[config.mk]
export PLATFORM = sky130hd
export DESIGN_NAME = regfile_2r1w_clr
export DESIGN_NICKNAME = d
export VERILOG_FILES = /design/src/rtl/regfile_pkg.sv /design/src/rtl/register_en_nb.sv /design/src/rtl/regfile_2r1w_clr.sv
export SDC_FILE = /design/constraint.sdc
export NUM_CORES = 1
export LEC_CHECK = 0
export CORE_MARGIN = 4
export CORE_UTILIZATION = 50
export DETAILED_ROUTE_END_ITERATION = 7
export PLACE_DENSITY = 0.79
export SKIP_CTS_REPAIR_TIMING = 1
export SLEW_MARGIN = 20
export SYNTH_ARGS = -nofsm -noshare
export SYNTH_HDL_FRONTEND = slang
export SYNTH_SLANG_ARGS = --single-unit
[constraint.sdc]
create_clock -name clk -period 1.66 [get_ports clk]
set_input_delay 0.332 -clock clk [delete_from_list [all_inputs] [get_ports clk]]
set_output_delay 0.332 -clock clk [all_outputs]
set_load 0.01 [all_outputs]
[src/rtl/regfile_pkg.sv]
// Shared types and helpers for the clearable 2-read/1-write register file.
package regfile_pkg;

    typedef enum logic {RF_IDLE, RF_CLEAR} rf_state_t;

    // Address width for an entry count; never narrower than one bit.
    function automatic int rf_addr_w(input int n);
        return (n <= 2) ? 1 : $clog2(n);
    endfunction

endpackage

[src/rtl/register_en_nb.sv]
// Plain storage register with write enable and no reset; contents are
// initialised by the register file's clear engine instead.
module register_en_nb #(
    parameter int p_nbits = 8
) (
    input  logic               clk,
    input  logic               i_en,
    input  logic [p_nbits-1:0] i_d,
    output logic [p_nbits-1:0] o_q
);

    logic [p_nbits-1:0] r_q;

    always_ff @(posedge clk) begin
        if (i_en) r_q <= i_d;
    end

    assign o_q = r_q;

endmodule

[src/rtl/regfile_2r1w_clr.sv]
// Register file with two combinational read ports, one write port, optional
// same-cycle write bypass and a one-entry-per-cycle hardware clear engine.
//
// state    | meaning
// RF_IDLE  | normal operation: writes accepted, reads return entries
// RF_CLEAR | walking r_ptr over all entries writing zero; busy, reads 0
module regfile_2r1w_clr
    import regfile_pkg::*;
#(
    parameter int p_nbits  = 8,
    parameter int p_nregs  = 8,
    parameter int p_bypass = 1,
    localparam int AW      = rf_addr_w(p_nregs)
) (
    input  logic               clk,
    input  logic               rst,
    input  logic               clear,
    output logic               busy,
    input  logic               wen,
    input  logic [AW-1:0]      waddr,
    input  logic [p_nbits-1:0] wdata,
    input  logic [AW-1:0]      raddr0,
    output logic [p_nbits-1:0] rdata0,
    input  logic [AW-1:0]      raddr1,
    output logic [p_nbits-1:0] rdata1
);

    rf_state_t          r_state;
    rf_state_t          w_state_nxt;
    logic [AW-1:0]      r_ptr;
    logic [AW-1:0]      w_ptr_nxt;
    logic               w_clr_act;
    logic               w_wr_act;
    logic [p_nregs-1:0] w_en;
    logic [p_nbits-1:0] w_din [p_nregs];
    logic [p_nbits-1:0] w_q   [p_nregs];

    always_ff @(posedge clk) begin
        if (rst) begin
            r_state <= RF_CLEAR;
            r_ptr   <= '0;
        end else begin
            r_state <= w_state_nxt;
            r_ptr   <= w_ptr_nxt;
        end
    end

    always_comb begin
        w_state_nxt = r_state;
        w_ptr_nxt   = r_ptr;
        case (r_state)
            RF_IDLE: begin
                if (clear) begin
                    w_state_nxt = RF_CLEAR;
                    w_ptr_nxt   = '0;
                end
            end
            RF_CLEAR: begin
                w_ptr_nxt = r_ptr + 1'b1;
                if (r_ptr == AW'(p_nregs - 1)) begin
                    w_state_nxt = RF_IDLE;
                    w_ptr_nxt   = '0;
                end
            end
            default: begin
                w_state_nxt = RF_CLEAR;
                w_ptr_nxt   = '0;
            end
        endcase
    end

    // rst is folded in so busy and zeroed reads hold even before the first edge.
    assign busy      = rst || (r_state == RF_CLEAR);
    assign w_clr_act = !rst && (r_state == RF_CLEAR);
    assign w_wr_act  = !rst && (r_state == RF_IDLE) && !clear && wen;

    for (genvar i = 0; i < p_nregs; i++) begin : g_entry
        assign w_en[i]  = (w_clr_act && (r_ptr == AW'(i))) ||
                          (w_wr_act  && (waddr == AW'(i)));
        assign w_din[i] = w_clr_act ? '0 : wdata;

        register_en_nb #(.p_nbits(p_nbits)) u_reg (
            .clk  (clk),
            .i_en (w_en[i]),
            .i_d  (w_din[i]),
            .o_q  (w_q[i])
        );
    end

    always_comb begin
        rdata0 = '0;
        rdata1 = '0;
        if (!busy) begin
            rdata0 = w_q[raddr0];
            rdata1 = w_q[raddr1];
            if ((p_bypass != 0) && w_wr_act && (raddr0 == waddr)) rdata0 = wdata;
            if ((p_bypass != 0) && w_wr_act && (raddr1 == waddr)) rdata1 = wdata;
        end
    end

endmodule

==> impl_results.md, run 1 <==
- Worst Skew: 0.007055 ns
- Share of layout cells above drive strength 1: 48.11%
- CTS max path bufs: 2
- Min-delay src: rst
- Static Leak: between 1.5 and 2 nW
- Initial DRC Count: 207
- Post-Place Cell Area: roughly 4500 um^2
- Dpl ws: -1.093 ns
- Min-Delay Path Class: in2reg
- CTS Root Cell: clkbuf_8
- Synthesized flop and latch total: 68
- Total gr overflow: 0
- ANT cells: 0
- WHS Path Cells: 3
- Pins Over Slew Limit: 0
- DR pass1 iterations: 4
- Highest clock rate: approximately 460 MHz
- Worst reg2reg path depth: 5
- Yosys cell types: 28
- CTS tree: done
- Yosys top cell area share: about half
- DRC errors left: 0
- PwrDens: around 780 nW/um^2
- Die X: between 90 and 100 um
- GRT Total Usage: 20.73%
- Syn Inst Count: 221
- PortBufs: 37
- Latest clock arrival within the worst-skew pair: approximately 0.33 ns
- Global-route wire length before repair: between 10 and 15 mm
- Initial antenna violation count: 0
- Hold EP: r_ptr[2]
- Reg-to-Reg End: g_entry[2].u_reg.o_q[5]
- Final-report hold violation count: 0
- Highest routed metal layer: met4
- Synth top area cells: edfxtp_1, mux4_2, a211oi_2
- Rel. slew slack: 78.58%
- Biggest area consumer among synthesized cells: edfxtp_1
- Largest net degree at the start of global routing: 18
- R2r setup slk: 0 ns
- Number of global-route vias before repair: roughly 2.4k
- CP required: approximately 1.3 ns
- Row count: 31
- WL met1: between 3 and 4 mm
- Met3 WL: a little over 700 um
- Post-synth EDFFs: 64
- Violated checks: negative setup slack
- Setup WS post-layout: -0.5127 ns
- Mapped Area: 3710 um^2
- Via density: around 6
- Register area share after synthesis: around 54%
- Count of warnings emitted by yosys: 0
- Startpoint Class: input port
- Status: finished with violations
- Synth async-reset ratio: 0%
- Gpl congestion: 0.8009
- Final setup viols: 20
- Arrival time worst endpoint: 1.84 ns
- Clock transition at path regs: roughly 0.07 ns
- Min Tclk post-route: around 2.2 ns
- Starting Density: between 50% and 60%
- Least-Margin Pin Slew: around 0.32 ns
- Hold Worst Slack: around 0.41 ns
- I/O Pins: 38
- H-tree lvl count: 3
- Max Cap Violations: 0
- Core box area: a little over 7000 um^2
- Routed wire per std cell: 24.20 um
- Final ANT Viol Nets: 0
- Via count: between 2k and 2.5k
- Clock buffer count from CTS: 9
- Final nets: 315
- Most frequent cells after synthesis: edfxtp_1, mux4_2, nor2_1, a211oi_2, mux2i_1
- Crit path max fanout: 8
- PnR Total Power: around 3.7 mW
- Detailed Place HPWL: between 5 and 6 mm
- Clock sinks: between 60 and 70
- WS Path Type: in2out
- Finished Cell Area: 4785 um^2
- Fin crit share: 130.9%
- Routed WL: about 9.4 mm
- Die ar.: ~8900 um^2
- Worst setup path startpoint: raddr0[0]
- Most frequent cell after synthesis: edfxtp_1
- Post-synthesis average cell area: ~17 um^2
- Met2 Routed Length: between 4 and 5 mm
- RSZ-0062 raised after global routing: true
- Commonest register cell after synthesis: edfxtp_1
- P&R area growth vs syn: 28.97%
- Reg-to-reg startpoint: r_state
- Die Y: 94.14 um
- Maximum VDD drop: about 0.45 mV
- CP endpoint kind: output pin
- Syn nets: ~250
state kept, by name, summed over array words and instances (netlist names):
signal / flops
g_entry.u_reg.o_q: 64
r_state: 1
r_ptr: 3
worst max-delay path by stage:
| stage | endpoint | slack, ns | depth (start not counted) |
|---|---|---|---|
| floorplan | rdata1[5] | -0.04 | 5 |
| global placement | rdata0[1] | -1.05 | 6 |
| detailed placement | rdata1[0] | -1.09 | 6 |
| CTS | rdata1[0] | -1.10 | 6 |
| global route | rdata0[6] | -0.55 | 6 |
| finish | rdata0[0] | -0.51 | 6 |
cell type report:
type | instances | area [um^2]
Fill cell | 514 | 2430
Multi-Input combinational cell | 132 | 1690
Inverter | 4 | 15.01
Sequential cell | 68 | 2003
Clock buffer | 10 | 127.6
Clock inverter | 4 | 42.54
Tap cell | 99 | 123.9
Timing Repair Buffer | 73 | 782.0
report_power, final:
part           switching [mW]  internal, mW  total (mW)
clock network           0.554         0.664        1.22
logic                   0.254         0.284       0.538
registers              0.0276          1.93        1.96
routing by layer:
metal | GRT usage, % | up-vias
met5 | 0 | -
met4 | 6.619 | 0
met3 | 3.125 | 20
met2 | 35.78 | 131
met1 | 26.93 | 1195
li1 | - | 1030
kinds of logic after synthesis:
family                     after synthesis  synth area share (%)
DFF                                     68                 53.96
AOI/OAI and AO/OA                       28                 8.094
and+or+nand+nor                         44                 7.184
adders and majority gates                6                 2.024
muxes                                   48                 23.74
xor gates and xnor gates                 6                 1.417
buffers and inverters                   21                 3.575
metrics by stage:
step | utilization, % | cells | setup TNS (ns)
after CTS | 64.13 | 386 | -31.41
after global placement | 61.78 | 372 | -59.97
final | 66.32 | 390 | -6.797
after detailed placement | 61.78 | 372 | -65.87
after floorplan | - | 221 | -0.4481
after global routing | 66.32 | 390 | -9.370
critical path: stages:
cell and delay, ns:
clkdlybuf4s50_1 0.50, xnor2_2 0.24, nand4_4 0.17, buf_12 0.19, a211oi_4 0.24, buf_2 0.17
cell usage in the layout (no fill, tap or decap), types with 9 or more instances in the layout:
master,Yosys,final
a211oi_2,16,15
and2_1,9,9
buf_12,0,10
buf_2,10,15
buf_4,1,21
clkbuf_8,0,9
clkdlybuf4s50_1,0,9
dlymetal6s2s_1,0,11
edfxtp_1,64,64
mux2i_1,16,9
mux4_2,32,32
nor2_1,23,19
Power figures use the tool's default switching activity.
==> run 2: changes to the inputs <==
- DONT_BUFFER_PORTS: not set -> 1
- PLACE_DENSITY: 0.79 -> 0.73
==> run 2 against run 1 <==
  * The flow still finishes with violations (negative setup slack)
  * Clock-buffer cell count shrank 1
  * Non-clock buffer count fell by 51
  * Routed wire length fell by 12%
  * First-iteration DRC count down 24%
  * Combinational power shrank 37%
  * Clock power is 20% higher
  * Critical path depth shrank 1
  * Utilization down 6.9 points
  * Flip-flop and latch count unchanged
  * Critical path type is now reg2out
  * Largest cell class unchanged
  * Highest routed layer unchanged
==> impl_results.md, run 2 (synthesis gave the netlist of run 1 again) <==
- Status: finished with violations
- Violated checks: negative setup slack
- CP endpoint kind: output pin
- Core box area: 7214 um^2 (unchanged)
- Via count: 2077 (-13%)
- Row count: 31 (unchanged)
- PwrDens: 878.8 nW/um^2 (+13%)
- Most frequent cells in the layout: edfxtp_1, mux4_2, buf_4, nor2_1, mux2i_1
- Final nets: 264 (-16%)
- Dpl ws: -0.1143 ns (+0.9788 ns)
- Die X: 94.14 um (unchanged)
- DR pass1 iterations: 4 (unchanged)
- RSZ-0062 raised after global routing: true
- Fillers: 567 (+10%)
- Initial antenna violation count: 0 (unchanged)
- Routed wire per std cell: 24.22 um (about the same)
- Rel. slew slack: 78.70% (+0.12 points)
- Min Tclk post-route: 2.034 ns (-0.1383 ns)
- DRC errors left: 0 (unchanged)
- GRT Total Usage: 19.73% (-1.0 points)
- H-tree lvl count: 3 (unchanged)
- Final ANT Viol Nets: 0 (unchanged)
- Clock transition at path regs: 0.08 ns (about the same)
- Latest clock arrival within the worst-skew pair: 0.34 ns (about the same)
- Final setup viols: 49 (+150%)
- Number of global-route vias before repair: 2214 (-8.5%)
- CTS Root Cell: clkbuf_8
- Die ar.: 8861 um^2 (unchanged)
- Clock sinks: 68 (unchanged)
- ANT cells: 0 (unchanged)
- Initial DRC Count: 157 (-24%)
- Clock buffer count from CTS: 9 (unchanged)
- Max Cap Violations: 0 (unchanged)
- Final-report hold violation count: 0 (unchanged)
- Setup WS post-layout: -0.3745 ns (+0.1383 ns)
- Max reg flops: 64 (unchanged)
- CTS tree: done
- Static Leak: 1.409 nW (-23%)
- WS Path Type: reg2out
- Starting Density: 51.42% (unchanged)
- P&R area growth vs syn: 15.55%
- Maximum VDD drop: 0.4130 mV (-8.1%)
- PortBufs: 0 (-100%)
- Least-Margin Pin Slew: 0.3189 ns (-0.001935 ns)
- Arrival time worst endpoint: 1.70 ns (-0.14 ns)
- Non-Filler Instances: 341 (-13%)
- Die Y: 94.14 um (unchanged)
- Pins Over Slew Limit: 0 (unchanged)
- CTS max path bufs: 2 (unchanged)
- Via density: 6.091 (about the same)
- Gpl congestion: 0.9060 (+13%)
- Fin crit share: 122.6% (-8.3 points)
- Share of layout cells above drive strength 1: 44.63% (-3.5 points)
- Crit path max fanout: 8 (unchanged)
- I/O Pins: 38 (unchanged)
- Largest net degree at the start of global routing: 18 (unchanged)
- Inst Count DP: 324 (-13%)
- Startpoint Class: flip-flop
- Worst Skew: 0.006220 ns (-0.0008354 ns)
- Routed WL: 8.259 mm (-12%)
- Leading cell type in the layout, fill and taps excluded: edfxtp_1
- Min-Delay Path Class: in2reg
- Global-route wire length before repair: 12.55 mm (-6.0%)
- Detailed Place HPWL: 5.569 mm (-7.0%)
- CP required: 1.33 ns (about the same)
- Total gr overflow: 0 (unchanged)
- Highest clock rate: 491.5 MHz (+6.8%)
[run 2: changes by cell type in the layout (fill, tap and decap cells not counted), sizes merged]
cell           change
clkdlybuf4s50      -9
dlymetal6s2s      -11
clkinvlp           +3
bufinv             +1
buf               -26
clkbuf             -6
clkinv             -1
[run 2: final timing paths]
check | start | end | slack (ns) | depth (start not counted)
setup / recovery | r_state | rdata0[3] | -0.37 | 5
hold / removal | rst | r_ptr[0] | 0.05 | 1
setup reg to reg | r_state | g_entry[2].u_reg.o_q[6] | -0.12 | 4
hold reg to reg | r_ptr[0] | r_ptr[0] | 0.57 | 2
[run 2: report_power, final]
group | total (mW) | internal, mW | switching (mW) | leakage (nW)
Clock | 1.47 | 0.837 | 0.635 | 0.0989
Sequential | 1.96 | 1.93 | 0.0251 | 0.624
Combinational | 0.337 | 0.186 | 0.151 | 0.686
Total | 3.77 | 2.96 | 0.811 | 1.41
[run 2: area by class of cell]
type,count,area [um^2],share of cell area [%]
Clock inverter,7,91.34,2.131
Tap cell,99,123.9,2.890
Multi-Input combinational cell,132,1722,40.16
Timing Repair Buffer,22,207.7,4.845
Inverter,4,15.01,0.3503
Sequential cell,68,2003,46.73
Clock buffer,9,123.9,2.890
[run 2: metal layers]
| layer | wire, um | up-vias | global-route usage [%] |
|---|---|---|---|
| met5 | 0 | - | 0 |
| met4 | 113 | 0 | 5.295 |
| met3 | 589 | 13 | 6.170 |
| met2 | 4231 | 68 | 33.18 |
| met1 | 3325 | 1081 | 24.70 |
| li1 | - | 915 | - |
[run 2: worst max-delay path, cell delays in order, from the launching register on]
cell and delay, ns:
dfxtp_2 0.34, nor4b_4 0.24, buf_4 0.18, nand4_4 0.12, buf_4 0.20, a211oi_2 0.28
[run 2: through the flow]
stage / power [mW] / util, % / TNS (ns) / area [um^2] / hold slack [ns]
after floorplan: 2.296 / - / -0.4481 / 3760 / 0.4041
after global placement: 2.304 / 54.28 / -0.6765 / 3916 / 0.4071
after detailed placement: 2.313 / 54.28 / -2.734 / 3916 / 0.4068
after CTS: 3.780 / 57.27 / -8.238 / 4131 / 0.03159
after global routing: 3.921 / 59.42 / -10.84 / 4287 / 0.02791
final: 3.767 / 59.42 / -7.394 / 4287 / 0.04865
==> run 3: changes to the inputs <==
- GPL_TIMING_DRIVEN: not set -> 1
- PLACE_DENSITY: 0.73 -> 0.68
==> run 3 against run 2 <==
  * The run still ends with negative setup slack left
  * Clock power rose by 3%
  * Sequential power barely moved
  * Clock skew rose by 0.0017 ns
  * Non-clock buffer count did not move
  * Critical path type unchanged
  * Critical endpoint is now rdata1[3]
  * Register-to-register slack improved by 0.09 ns
  * Hold slack improved by 0.0085 ns
  * Worst setup slack got worse by 0.039 ns
  * Flip-flop and latch count did not move
==> impl_results.md, run 3 (synthesis gave the netlist of run 1 again) <==
- Status: finished with violations
- Violated checks: negative setup slack
- Worst Skew: 0.007883 ns (+0.001663 ns)
- Die X: 94.14 um (unchanged)
- PortBufs: 0 (unchanged)
- WS Path Type: reg2out
- Die Y: 94.14 um (unchanged)
- CTS Root Cell: clkbuf_8
- Starting Density: 51.42% (unchanged)
- Max stage delay cell, worst path: dfxtp_2
- Max reg flops: 64 (unchanged)
- Core box area: 7214 um^2 (unchanged)
- Clock power frac: 39.5% (+0.4 points)
- Via count: 2157 (+3.9%)
- Number of global-route vias before repair: 2356 (+6.4%)
- Post-Place Cell Area: 3986 um^2 (+1.8%)
- Die ar.: 8861 um^2 (unchanged)
- Maximum VDD drop: 0.4129 mV (about the same)
- RSZ-0062 raised after global routing: true
- Highest clock rate: 482.2 MHz (-1.9%)
- Clock buffer count from CTS: 9 (unchanged)
- Global-route wire length before repair: 13.67 mm (+8.9%)
- Total gr overflow: 0 (unchanged)
- Critical path's most frequent cell: buf_4
- Clock transition at path regs: 0.08 ns (about the same)
- Routed WL: 8.666 mm (+4.9%)
- Least-Margin Pin Slew: 0.3420 ns (+0.02315 ns)
- ANT cells: 0 (unchanged)
- Sequential power share: 51.3% (-0.7 points)
- Finished Core Util: 60.46% (+1.0 points)
- Via density: 6.326 (+3.9%)
- Static Leak: 1.435 nW (+1.9%)
- CTS tree: done
- Largest net degree at the start of global routing: 18 (unchanged)
- Max Cap Violations: 0 (unchanged)
- Min Tclk post-route: 2.074 ns (+0.03930 ns)
- Detailed Place HPWL: 5.994 mm (+7.6%)
- Final nets: 264 (unchanged)
- Pins Over Slew Limit: 0 (unchanged)
- DRC errors left: 0 (unchanged)
- Routed wire per std cell: 25.41 um (+4.9%)
- Initial DRC Count: 118 (-25%)
- Crit path max fanout: 8 (unchanged)
- Sw Ratio: 21.94% (+0.40 points)
- Stage delay of the slowest cell on the critical path: 0.34 ns (about the same)
- Initial antenna violation count: 0 (unchanged)
- Met1 usage: 26.39% (+1.7 points)
- CP endpoint kind: output pin
- CTS max path bufs: 2 (unchanged)
- Psw: 0.8384 mW (+3.3%)
- H-tree lvl count: 3 (unchanged)
- PnR Total Power: 3.822 mW (+1.5%)
- Rel. slew slack: 76.54% (-2.2 points)
- Power Internal: 2.983 mW (+0.94%)
- Share of layout cells above drive strength 1: 46.28% (+1.7 points)
- PwrDens: 876.2 nW/um^2 (-0.29%)
- Final-report hold violation count: 0 (unchanged)
- DR pass1 iterations: 4 (unchanged)
- CP required: 1.33 ns (about the same)
- Finished Cell Area: 4362 um^2 (+1.8%)
- Min-Delay Path Class: in2reg
- Crit path cell chain: nor4b_4, buf_4, nand4_4, buf_12, a211oi_4, buf_4
- Latest clock arrival within the worst-skew pair: 0.34 ns (about the same)
- Row count: 31 (unchanged)
- Gpl congestion: 0.8554 (-5.6%)
- Combinational Power Share: 9.1% (+0.2 points)
- GR peak layer: met2
- Arrival time worst endpoint: 1.74 ns (+0.04 ns)
- Final ANT Viol Nets: 0 (unchanged)
- GRT Total Usage: 21.37% (+1.6 points)
- Setup WS post-layout: -0.4138 ns (-0.03930 ns)
- I/O Pins: 38 (unchanged)
- P&R area growth vs syn: 17.57%
- GR Layer Usage met3: 6.010% (-0.16 points)
- Final setup viols: 42 (-14%)
- Startpoint Class: flip-flop
- Leading cell type in the layout, fill and taps excluded: edfxtp_1
- Fin crit share: 124.9% (+2.4 points)
- Most frequent cells in the layout: edfxtp_1, mux4_2, mux2i_1, buf_4, a211oi_4
- Clock sinks: 68 (unchanged)
- Met2 Track Usage GR: 35.78% (+2.6 points)
run 3: cell count changes in the layout (fill, tap and decap cells not counted), moves of 2 or more:
cell and change:
buf_4 -5, inv_6 +2, mux2i_2 -2, nor2_1 -4, nor2_2 +4, a211oi_2 -2
buf_12 +6, a211oi_4 +2, clkinvlp_4 -2, mux2i_1 +2
run 3: worst paths after layout:
path	start	to	slack, ns	cells past startpoint
min	rst	r_ptr[1]	0.06	1
max	r_state	rdata1[3]	-0.41	6
min reg2reg	r_ptr[0]	r_ptr[0]	0.59	2
max reg2reg	r_state	g_entry[2].u_reg.o_q[0]	-0.03	5
run 3: worst max-delay path, delay by kind of cell (launching register included):
| family | cells | cell delay, ns |
|---|---|---|
| compound gates | 1 | 0.19 |
| simple gates | 2 | 0.36 |
| flops | 1 | 0.34 |
| buf+inv | 3 | 0.51 |
run 3: stage by stage:
| stage | TNS (ns) | worst slack (ns) | std cells | hold slack, ns |
|---|---|---|---|---|
| final | -6.066 | -0.4138 | 341 | 0.05711 |
| after global routing | -11.66 | -0.5088 | 341 | 0.03628 |
| after CTS | -7.494 | -0.4570 | 341 | 0.04247 |
| after detailed placement | -1.636 | -0.08839 | 325 | 0.4141 |
| after global placement | -0.5461 | -0.07583 | 325 | 0.4054 |
| after floorplan | -0.4481 | -0.03975 | 221 | 0.4041 |
run 3: routing by layer:
| metal | vias to the layer above | part of all wire [%] |
|---|---|---|
| li1 | 919 | - |
| met1 | 1124 | 39 |
| met2 | 99 | 52 |
| met3 | 15 | 6.4 |
| met4 | 0 | 1.9 |
| met5 | - | 0 |
run 3: area by class of cell:
class | instances | area (um^2)
fillers | 527 | 2853
flip-flops and latches | 68 | 2003
multi-input cells | 132 | 1732
repair buffers | 22 | 265.3
clock buffers | 9 | 123.9
well taps | 99 | 123.9
clock inverters | 7 | 98.84
inverters | 4 | 15.01
run 3: power by group through the flow:
stage          clock [mW]  sequential (mW)  combinational, mW
6_report             1.51             1.96              0.350
3_5_place_dp            0             2.00              0.330
4_1_cts              1.54             1.96              0.331
3_3_place_gp            0             1.99              0.318
2_1_floorplan           0             1.99              0.309
5_1_grt              1.63             1.97              0.376
